<file path="src/rtl/vga_timing_gen_if.sv">
// vga_timing_gen_if: raster timing bundle from the timing generator to the
// pixel/colour controllers.
//   pixel_en   - one-clk pulse per pixel (master clock / CLK_DIV)
//   hCount     - horizontal position
//   vCount     - vertical position
//   hSync      - horizontal sync, active low
//   vSync      - vertical sync, active low
//   bright     - inside the visible area
//   frame_tick - one-clk pulse at the start of vertical blank
//   frame_cnt  - free-running 8-bit frame count
// master: the timing generator (drives everything); slave: the consumers.
interface vga_timing_gen_if;
    logic       pixel_en;
    logic [9:0] hCount;
    logic [9:0] vCount;
    logic       hSync;
    logic       vSync;
    logic       bright;
    logic       frame_tick;
    logic [7:0] frame_cnt;

    modport master (
        output pixel_en, hCount, vCount, hSync, vSync, bright, frame_tick, frame_cnt
    );

    modport slave (
        input pixel_en, hCount, vCount, hSync, vSync, bright, frame_tick, frame_cnt
    );
endinterface

</file>
<file path="src/rtl/vga_timing_gen.sv">
// vga_timing_gen: 640x480@60 raster timing source.
// Divides clk by CLK_DIV into a pixel enable, runs the horizontal/vertical
// counters and produces registered active-low syncs, the bright flag, a
// once-per-frame tick (entering vertical blank) and an 8-bit frame counter.
// Ports:
//   clk - master clock
//   rst - asynchronous, active-high reset
//   vga - vga_timing_gen_if.master, all timing outputs (every one a flop)
// Optional build macro VGA_SYNC_DELAY_EN: hSync/vSync/bright pass through one
// extra pixel_en-enabled stage so they lag hCount/vCount by one pixel.
module vga_timing_gen #(
    parameter int unsigned CLK_DIV      = 4,
    parameter int unsigned H_TOTAL      = 800,
    parameter int unsigned H_SYNC       = 96,
    parameter int unsigned H_DISP_START = 144,
    parameter int unsigned H_DISP_END   = 784,
    parameter int unsigned V_TOTAL      = 525,
    parameter int unsigned V_SYNC       = 2,
    parameter int unsigned V_DISP_START = 35,
    parameter int unsigned V_DISP_END   = 515
) (
    input  logic               clk,
    input  logic               rst,
    vga_timing_gen_if.master   vga
);

    localparam logic [3:0] DivMax     = 4'(CLK_DIV - 1);
    localparam logic [9:0] HLast      = 10'(H_TOTAL - 1);
    localparam logic [9:0] HSyncEnd   = 10'(H_SYNC);
    localparam logic [9:0] HDispStart = 10'(H_DISP_START);
    localparam logic [9:0] HDispEnd   = 10'(H_DISP_END);
    localparam logic [9:0] VLast      = 10'(V_TOTAL - 1);
    localparam logic [9:0] VSyncEnd   = 10'(V_SYNC);
    localparam logic [9:0] VDispStart = 10'(V_DISP_START);
    localparam logic [9:0] VDispEnd   = 10'(V_DISP_END);

    logic [3:0] div_q, div_d;
    logic       pixel_en_q, pixel_en_d;
    logic [9:0] h_count_q, h_count_d;
    logic [9:0] v_count_q, v_count_d;
    logic       h_sync_q, h_sync_d;
    logic       v_sync_q, v_sync_d;
    logic       bright_q, bright_d;
    logic       frame_tick_q, frame_tick_d;
    logic [7:0] frame_cnt_q, frame_cnt_d;

    always_comb begin
        div_d        = (div_q == DivMax) ? 4'd0 : div_q + 4'd1;
        pixel_en_d   = (div_q == DivMax);
        h_count_d    = h_count_q;
        v_count_d    = v_count_q;
        h_sync_d     = h_sync_q;
        v_sync_d     = v_sync_q;
        bright_d     = bright_q;
        frame_tick_d = 1'b0;
        frame_cnt_d  = frame_cnt_q;
        if (pixel_en_q) begin
            if (h_count_q == HLast) begin
                h_count_d = 10'd0;
                v_count_d = (v_count_q == VLast) ? 10'd0 : v_count_q + 10'd1;
            end else begin
                h_count_d = h_count_q + 10'd1;
            end
            // Decoded from the next counts so the flags line up with the
            // counters they are presented alongside.
            h_sync_d = !(h_count_d < HSyncEnd);
            v_sync_d = !(v_count_d < VSyncEnd);
            bright_d = (h_count_d >= HDispStart) && (h_count_d < HDispEnd) &&
                       (v_count_d >= VDispStart) && (v_count_d < VDispEnd);
            if ((h_count_d == 10'd0) && (v_count_d == VDispEnd)) begin
                frame_tick_d = 1'b1;
                frame_cnt_d  = frame_cnt_q + 8'd1;
            end
        end
    end

    always_ff @(posedge clk or posedge rst) begin
        if (rst) begin
            div_q        <= 4'd0;
            pixel_en_q   <= 1'b0;
            h_count_q    <= 10'd0;
            v_count_q    <= 10'd0;
            h_sync_q     <= 1'b0;
            v_sync_q     <= 1'b0;
            bright_q     <= 1'b0;
            frame_tick_q <= 1'b0;
            frame_cnt_q  <= 8'd0;
        end else begin
            div_q        <= div_d;
            pixel_en_q   <= pixel_en_d;
            h_count_q    <= h_count_d;
            v_count_q    <= v_count_d;
            h_sync_q     <= h_sync_d;
            v_sync_q     <= v_sync_d;
            bright_q     <= bright_d;
            frame_tick_q <= frame_tick_d;
            frame_cnt_q  <= frame_cnt_d;
        end
    end

`ifdef VGA_SYNC_DELAY_EN
    // One-pixel retiming stage to match downstream synchronous ROM latency.
    logic h_sync_dly_q, h_sync_dly_d;
    logic v_sync_dly_q, v_sync_dly_d;
    logic bright_dly_q, bright_dly_d;

    always_comb begin
        h_sync_dly_d = h_sync_dly_q;
        v_sync_dly_d = v_sync_dly_q;
        bright_dly_d = bright_dly_q;
        if (pixel_en_q) begin
            h_sync_dly_d = h_sync_q;
            v_sync_dly_d = v_sync_q;
            bright_dly_d = bright_q;
        end
    end

    always_ff @(posedge clk or posedge rst) begin
        if (rst) begin
            h_sync_dly_q <= 1'b0;
            v_sync_dly_q <= 1'b0;
            bright_dly_q <= 1'b0;
        end else begin
            h_sync_dly_q <= h_sync_dly_d;
            v_sync_dly_q <= v_sync_dly_d;
            bright_dly_q <= bright_dly_d;
        end
    end

    assign vga.hSync  = h_sync_dly_q;
    assign vga.vSync  = v_sync_dly_q;
    assign vga.bright = bright_dly_q;
`else
    assign vga.hSync  = h_sync_q;
    assign vga.vSync  = v_sync_q;
    assign vga.bright = bright_q;
`endif

    assign vga.pixel_en   = pixel_en_q;
    assign vga.hCount     = h_count_q;
    assign vga.vCount     = v_count_q;
    assign vga.frame_tick = frame_tick_q;
    assign vga.frame_cnt  = frame_cnt_q;

endmodule

</file>
<file path="src/flat_wrapper.sv">
// flat-port wrapper written by rule: the top's interface ports become plain ports
module vga_timing_gen_flat 
#(
    parameter int unsigned CLK_DIV      = 4,
    parameter int unsigned H_TOTAL      = 800,
    parameter int unsigned H_SYNC       = 96,
    parameter int unsigned H_DISP_START = 144,
    parameter int unsigned H_DISP_END   = 784,
    parameter int unsigned V_TOTAL      = 525,
    parameter int unsigned V_SYNC       = 2,
    parameter int unsigned V_DISP_START = 35,
    parameter int unsigned V_DISP_END   = 515
)
  (clk, rst, vga_pixel_en, vga_hCount, vga_vCount, vga_hSync, vga_vSync, vga_bright, vga_frame_tick, vga_frame_cnt);
  vga_timing_gen_if vga_i ();
  input  logic clk;
  input  logic rst;
  output wire logic [$bits(vga_i.pixel_en)-1:0] vga_pixel_en;
  output wire logic [$bits(vga_i.hCount)-1:0] vga_hCount;
  output wire logic [$bits(vga_i.vCount)-1:0] vga_vCount;
  output wire logic [$bits(vga_i.hSync)-1:0] vga_hSync;
  output wire logic [$bits(vga_i.vSync)-1:0] vga_vSync;
  output wire logic [$bits(vga_i.bright)-1:0] vga_bright;
  output wire logic [$bits(vga_i.frame_tick)-1:0] vga_frame_tick;
  output wire logic [$bits(vga_i.frame_cnt)-1:0] vga_frame_cnt;
  assign vga_pixel_en = vga_i.pixel_en;
  assign vga_hCount = vga_i.hCount;
  assign vga_vCount = vga_i.vCount;
  assign vga_hSync = vga_i.hSync;
  assign vga_vSync = vga_i.vSync;
  assign vga_bright = vga_i.bright;
  assign vga_frame_tick = vga_i.frame_tick;
  assign vga_frame_cnt = vga_i.frame_cnt;
  vga_timing_gen #(.CLK_DIV(CLK_DIV), .H_TOTAL(H_TOTAL), .H_SYNC(H_SYNC), .H_DISP_START(H_DISP_START), .H_DISP_END(H_DISP_END), .V_TOTAL(V_TOTAL), .V_SYNC(V_SYNC), .V_DISP_START(V_DISP_START), .V_DISP_END(V_DISP_END)) u_core (.clk(clk), .rst(rst), .vga(vga_i));
endmodule
</file>
<file path="config.mk">
export PLATFORM = sky130hd
export DESIGN_NAME = vga_timing_gen_flat
export DESIGN_NICKNAME = d
export VERILOG_FILES = /design/src/rtl/vga_timing_gen_if.sv /design/src/rtl/vga_timing_gen.sv /design/src/flat_wrapper.sv
export SDC_FILE = /design/constraint.sdc
export NUM_CORES = 1
export LEC_CHECK = 0
export CORE_ASPECT_RATIO = 0.7
export CORE_MARGIN = 3
export CORE_UTILIZATION = 49
export CTS_CLUSTER_SIZE = 10
export DETAILED_ROUTE_END_ITERATION = 10
export PLACE_DENSITY = 0.79
export SLEW_MARGIN = 25
export SYNTH_ARGS = -nofsm -noshare
export SYNTH_HDL_FRONTEND = slang
export SYNTH_SLANG_ARGS = --single-unit
</file>
<file path="constraint.sdc">
create_clock -name clk -period 2.7 [get_ports clk]
set_input_delay 0.54 -clock clk [delete_from_list [all_inputs] [get_ports clk]]
set_output_delay 0.54 -clock clk [all_outputs]
set_load 0.01 [all_outputs]
</file>
==> reports/metrics.yaml, run 1 <==
cts-root-buf: "clkbuf_8"
hold_viol_final: 0
syn_area_mm2: 0.002432
drv_slew: 0
cts_hold_buf: 0
numCtsBuffers: 5
first_pass_iters: 6
gp_congestion: 0.8849
synth_cell_types: 59
grt_pass1_wl_mm: 10.57
critPathTopFamily: "simple AND/OR/NAND/NOR gates"
relSlewSlack_pct: 68.39
clock-sinks: 37
startpoint_type: "flop"
port_buffers: 34
synth_area_leader_cell: "dfrtp_1"
max_stage_delay_ns: 0.56
max_freq_ghz: 0.3850
die_w_um: 90.21
setup_violations: 0
timing.final.crit_share_pct: 96.20
grt_pass1_vias: 2159
hp-class: "flop to flop"
cp_slowest_cell: "or4_4"
drc: 0
status: "completed"
dieHeight_um: 64.95
synthesis.nets: 271
finalNetCount: 325
synthToLayoutAreaGrowth_pct: 28.96
drive_gt1_share_pct: 17.61
cts.clk_slew.worst_paths_ns: 0.08
powerDensity_mw_per_mm2: 343.1
path_cells: "or3_4, or4_4, a21oi_4, o32ai_2, nor4_4, buf_6, mux2_1"
vias: 2296
critPathArrivalTime_ns: 2.78
path_class: "flop to flop"
drt_iter0_drc: 264
path_max_fanout: 9
clockBufferDepth: 2
worstPathRequired_ns: 2.89
wirelength_mm: 6.241
ant_nets: 0
worst_slew_pin_slew_ns: 0.4741
ys_ff_latch: 37
period_needed_ns: 2.597
rows: 20
ys.warnings.count: 0
antenna_found_initial: 0
synth_edf_count: 0
avgSynthCellArea_um2: 9.248
antennaDiodeCount: 0
start_util_pct: 53.41
netlist_instances: 263
grt_usage_pct: 22.50
peakVddDrop_mv: 0.3016
synth_ff_type: "dfrtp_1"
pre_cts_slack_ns: 0.1048
synth_area_leaders: "dfrtp_1 38%, xnor2_1 6.1%, nand3_1 3.7%"
htreeDepth: 2
insertion_delay_ns: 0.30
overflow: 0
die_area_mm2: 0.005859
num_io_pins: 35
viasPerCell: 5.979
cts_tree: "yes"
max_cap_violations: 0
clock_skew_ns: 0.007934
dp.cells: 375
cellLeakagePower_uw: 0.001330
endpoint_kind: "flop"
core_area_mm2: 0.004554
worst_slack_ns: 0.1026
path_buf_inv: 1
place_hpwl_mm: 4.574
async_reset_ff_share_pct: 100.0
synth-seq-area-share_pct: 38.07
avgRoutedWirePerCell_um: 16.25
fin_setup_tns_ns: 0
grt_max_degree: 38
fin_cells: 384
synth_top_area_share_pct: 38.07
==> path summary, 6_finish.rpt <==
path | end | from | cells past startpoint | slack (ns)
max in group asynchronous | u_core.vga.vCount[3] | rst | 3 | 1.70
worst max register to register | u_core.vga.frame_cnt[1] | u_core.vga.vCount[6] | 7 | 0.10
worst min-delay path | u_core.vga.frame_cnt[7] | u_core.vga.frame_cnt[7] | 1 | 0.48
worst max-delay path | u_core.vga.frame_cnt[1] | u_core.vga.vCount[6] | 7 | 0.10
min in group asynchronous | u_core.vga.frame_cnt[1] | rst | 3 | 0.66
worst min register to register | u_core.vga.frame_cnt[7] | u_core.vga.frame_cnt[7] | 1 | 0.48
==> worst reg2reg max path, cell delays in order (launching register included) <==
cell	delay (ns)
dfrtp_1	0.42
or3_4	0.41
or4_4	0.56
a21oi_4	0.15
o32ai_2	0.13
nor4_4	0.33
buf_6	0.17
mux2_1	0.32
==> through the flow <==
| stage | hold slack [ns] | power (uW) | utilization (%) | instance area [um^2] |
|---|---|---|---|---|
| 6_report | 0.4796 | 1076 | 68.87 | 3137 |
| 2_1_floorplan | 0.4331 | 572.8 | - | 2432 |
| 3_5_place_dp | 0.4661 | 579.0 | 65.52 | 2984 |
| 3_3_place_gp | 0.4498 | 578.3 | 65.52 | 2984 |
| 5_1_grt | 0.4965 | 1120 | 68.87 | 3137 |
| 4_1_cts | 0.4873 | 1088 | 68.16 | 3104 |
==> cell families after synthesis <==
logic type / share of synthesized area (%)
xor+xnor: 7.202
flops: 38.07
simple gates: 27.01
fa+ha+maj: 3.086
buf+inv: 5.658
mux: 2.212
compound gates: 16.77
==> layer usage <==
metal  part of all wire (%)  wire [um]  global-route usage, %  vias up
met1                     47       2909                  32.12     1111
met4                    1.1         68                  8.206        0
met2                     44       2738                  33.86      105
li1                       -          -                      -     1074
met5                      0          0                      0        -
met3                    8.4        525                  4.524        6
==> area by class of cell <==
class,instances,area (um^2)
clock inverter,2,37.54
clock buffer,6,82.58
multi-input combinational,197,1390
sequential,37,925.9
fill,372,1418
timing repair buffer,65,576.8
tap,66,82.58
inverter,11,41.29
==> cell usage after synthesis (all sizes together), types with 3 or more instances <==
| cell type | count |
|---|---|
| nand3 | 19 |
| and2 | 4 |
| xnor2 | 17 |
| o211ai | 3 |
| nor2 | 16 |
| and4 | 3 |
| nand2 | 17 |
| dfrtp | 37 |
| inv | 11 |
| or3 | 4 |
| a211oi | 3 |
| nor2b | 5 |
| a21oi | 7 |
| o2111ai | 3 |
| ha | 6 |
| a21o | 3 |
| nand4 | 12 |
| buf | 12 |
| xor2 | 3 |
| mux2 | 3 |
| or2 | 3 |
| and3 | 8 |
| o21ai | 15 |
| o31ai | 5 |
| clkbuf | 6 |
| nor4 | 4 |
| nor3 | 7 |
==> sequential cells by signal (all words and copies together), names as in the netlist <==
name                   flops
u_core.div_q               4
u_core.vga.pixel_en        1
u_core.vga.hSync           1
u_core.vga.vCount         10
u_core.vga.bright          1
u_core.vga.vSync           1
u_core.vga.frame_cnt       8
u_core.vga.hCount         10
u_core.vga.frame_tick      1
==> cells in the final DEF, fill, tap and decap left out, types with 8 or more instances in the layout <==
cell / Yosys / layout
dfrtp_1: 37 / 37
clkdlybuf4s50_1: 0 / 34
buf_4: 1 / 30
nand3_1: 18 / 18
nand2_1: 17 / 17
xnor2_1: 17 / 17
o21ai_0: 15 / 15
nor2_1: 15 / 15
nand4_1: 12 / 12
inv_1: 11 / 11
and3_1: 8 / 8
==> power by group <==
part | switching, uW | internal (uW) | leakage (uW)
logic | 10.9 | 2.32 | 0.000770
clock network | 209 | 300 | 0.0000574
registers | 0 | 554 | 0.000503
==> what timing repair did <==
action / in CTS / in global routing
setup buffers: 0 / 1
endpoints found under the setup margin: 0 / 6
resized for setup: 0 / 4
Power figures use the tool's default switching activity.
==> inputs of run 2 (changes only) <==
Settings changed: ABC_AREA set to 1.
==> reports/metrics.yaml, run 2 <==
endpoint_kind: "flop"
peakVddDrop_mv: 0.3798  # +26%
p_int_uw: 735.1  # -14%
avgRoutedWirePerCell_um: 13.15  # -19%
seqPwrFrac_pct: 58.6  # +7.1 points
grt_max_degree: 38  # unchanged
first_pass_iters: 5  # -1
place_hpwl_mm: 4.256  # -7.0%
core_area_mm2: 0.004504  # -1.1%
cts.clk_slew.worst_paths_ns: 0.07  # about the same
startpoint_type: "flop"
ys.warnings.count: 0  # unchanged
grt_pass1_wl_mm: 9.501  # -10%
setup_violations: 0  # unchanged
status: "completed"
max_cap_violations: 0  # unchanged
synthToLayoutAreaGrowth_pct: 20.50
drt_iter0_drc: 221  # -16%
hold_depth: 1  # unchanged
dieHeight_um: 64.31  # -0.99%
synth_edf_count: 0  # unchanged
period_needed_ns: 2.378  # -0.2196 ns
hold_viol_final: 0  # unchanged
path_max_fanout: 9  # unchanged
layout_commonest_cell: "nand2_1"
synthesis.nets: 336  # +24%
p_sw_uw: 210.3  # -4.4%
post_cts_buffers: 0  # unchanged
rows: 20  # unchanged
relSlewSlack_pct: 69.35  # +0.96 points
hold_start: "u_core.div_q[0]"
clock-sinks: 37  # unchanged
cts-root-buf: "clkbuf_8"
rsz0062_at_grt: "false"
worstPathRequired_ns: 2.88  # about the same
synth_top_area_share_pct: 38.91  # +0.84 points
synth-seq-area-share_pct: 38.91  # +0.84 points
holdWs_ns: 0.4608  # -0.01878 ns
antennaDiodeCount: 0  # unchanged
critPathArrivalTime_ns: 2.56  # -0.22 ns
worst_slew_pin_slew_ns: 0.4597  # -0.01443 ns
htreeDepth: 2  # unchanged
ctsResizeCount: 0  # unchanged
rr_worst_depth: 12  # +5
cellLeakagePower_uw: 0.001434  # +7.8%
fin_setup_tns_ns: 0  # unchanged
final_cell_mix: "98 x nand2_1, 44 x inv_1, 37 x dfrtp_1"
overflow: 0  # unchanged
antenna_found_initial: 0  # unchanged
placed_area_mm2: 0.002785  # -6.7%
netlist_instances: 328  # +25%
timing.final.crit_share_pct: 88.06  # -8.1 points
port_buffers: 34  # unchanged
syn_area_mm2: 0.002380  # -2.2%
clkPwrFrac_pct: 40.1  # -7.2 points
drive_gt1_share_pct: 9.511  # -8.1 points
vias: 2238  # -2.5%
grt_usage_pct: 21.11  # -1.4 points
synth_area_leader_cell: "dfrtp_1"
ant_nets: 0  # unchanged
finalNetCount: 375  # +15%
reg2reg_slack_ns: 0.32  # +0.22 ns
hp-class: "flop to flop"
r2r-start: "u_core.vga.hCount[1]"
ys_ff_latch: 37  # unchanged
final_area_mm2: 0.002868  # -8.6%
async_reset_ff_share_pct: 100.0  # unchanged
pwr-share-comb_pct: 1.4  # +0.2 points
die_w_um: 89.30  # -1.0%
viasPerCell: 5.291  # -12%
powerDensity_mw_per_mm2: 329.7  # -3.9%
grt_pass1_vias: 1938  # -10%
synth_area_leaders: "dfrtp_1 39%, nand2_1 15%, inv_1 6.9%"
clock_skew_ns: 0.002692  # -0.005242 ns
insertion_delay_ns: 0.29  # about the same
total_power_uw: 945.4  # -12%
cts_tree: "yes"
swShare_pct: 22.24  # +1.8 points
drc: 0  # unchanged
gp_congestion: 0.8951  # +1.2%
die_area_mm2: 0.005742  # -2.0%
reg2reg_to: "u_core.vga.frame_cnt[3]"
yosysMostFrequentCell: "nand2_1"
wirelength_mm: 5.563  # -11%
fin_util_pct: 63.67  # -5.2 points
avgSynthCellArea_um2: 7.255  # -22%
cts_hold_buf: 0  # unchanged
synth_ff_type: "dfrtp_1"
drv_slew: 0  # unchanged
clockBufferDepth: 2  # unchanged
numCtsBuffers: 5  # unchanged
start_util_pct: 52.83  # -0.57 points
max_freq_ghz: 0.4206  # +9.2%
path_class: "flop to flop"
worstHoldEndpoint: "u_core.div_q[0]"
num_io_pins: 35  # unchanged
synth_commonest_cells: "98 x nand2_1, 44 x inv_1, 37 x dfrtp_1, 30 x nor2_1, 25 x nand3_1"
synth_cell_types: 31  # -47%
==> run 2: changes by cell type after synthesis, sizes merged, moves of 4 or more <==
cell / delta
and2: -4
and3: -8
buf: -10
inv: +35
nand2: +88
nand3: +9
nor2: +24
nor2b: -5
nor3: -5
o21ai: +5
o31ai: -5
or3: -4
xnor2: -13
==> run 2: stage by stage <==
stage / cells / worst slack (ns)
after floorplan: 328 / 0.6440
after global placement: 415 / 0.4610
after detailed placement: 415 / 0.3648
after CTS: 423 / 0.3426
after global routing: 423 / 0.1103
final: 423 / 0.3223
==> run 2: power by group through the flow <==
| stage | clock network, uW | logic, uW | registers (uW) |
|---|---|---|---|
| floorplan | 0 | 8.15 | 565 |
| global placement | 0 | 13.6 | 565 |
| detailed placement | 0 | 13.9 | 565 |
| CTS | 385 | 13.8 | 554 |
| global route | 406 | 15.3 | 553 |
| finish | 379 | 12.8 | 554 |
==> run 2: kinds of logic (layout without fill, tap and decap cells) <==
group	Yosys count	count (layout)	share of synthesized area (%)
adder cells (fa/ha/maj)	6	6	3.154
buffers and inverters	53	93	9.096
XOR/XNOR	8	8	3.260
AND/OR/NAND/NOR	190	190	37.49
flip-flops	37	37	38.91
AO/OA/AOI/OAI	34	34	8.097
==> run 2: worst max-delay path, stage by stage, from the launching register on <==
cell,delay [ns]
dfrtp_1,0.43
ha_1,0.23
nand2_2,0.11
nor2_8,0.21
nand2_2,0.16
inv_1,0.13
nor2_1,0.06
nor2_1,0.19
nand4_1,0.13
nor2_1,0.31
nand3_2,0.16
nand2_1,0.09
nand2_1,0.05
==> run 2: worst max-delay path by stage <==
stage | cells after the start | endpoint | startpoint | slack [ns]
finish | 12 | u_core.vga.frame_cnt[3] | u_core.vga.hCount[1] | 0.32
global route | 14 | u_core.vga.frame_cnt[5] | u_core.vga.hCount[1] | 0.11
CTS | 14 | u_core.vga.frame_cnt[3] | u_core.vga.hCount[1] | 0.34
detailed placement | 14 | u_core.vga.frame_cnt[3] | u_core.vga.hCount[1] | 0.36
global placement | 14 | u_core.vga.frame_cnt[5] | u_core.vga.hCount[1] | 0.46
floorplan | 14 | u_core.vga.frame_cnt[0] | u_core.vga.hCount[0] | 0.64
==> run 2: layer usage <==
metal,global-route usage [%],vias to the layer above,share of wire (%)
li1,-,1120,-
met1,35.27,1021,50
met2,27.57,94,41
met3,4.768,3,7.9
met4,2.788,0,0.31
met5,0,-,0
==> run 2: layout make-up <==
| type | count | area (um^2) |
|---|---|---|
| clock buffer | 6 | 72.57 |
| clock inverter | 2 | 10.01 |
| fill | 418 | 1637 |
| inverter | 48 | 190.2 |
| multi-input combinational | 238 | 1237 |
| sequential | 37 | 925.9 |
| tap | 55 | 68.82 |
| timing repair buffer | 37 | 362.8 |
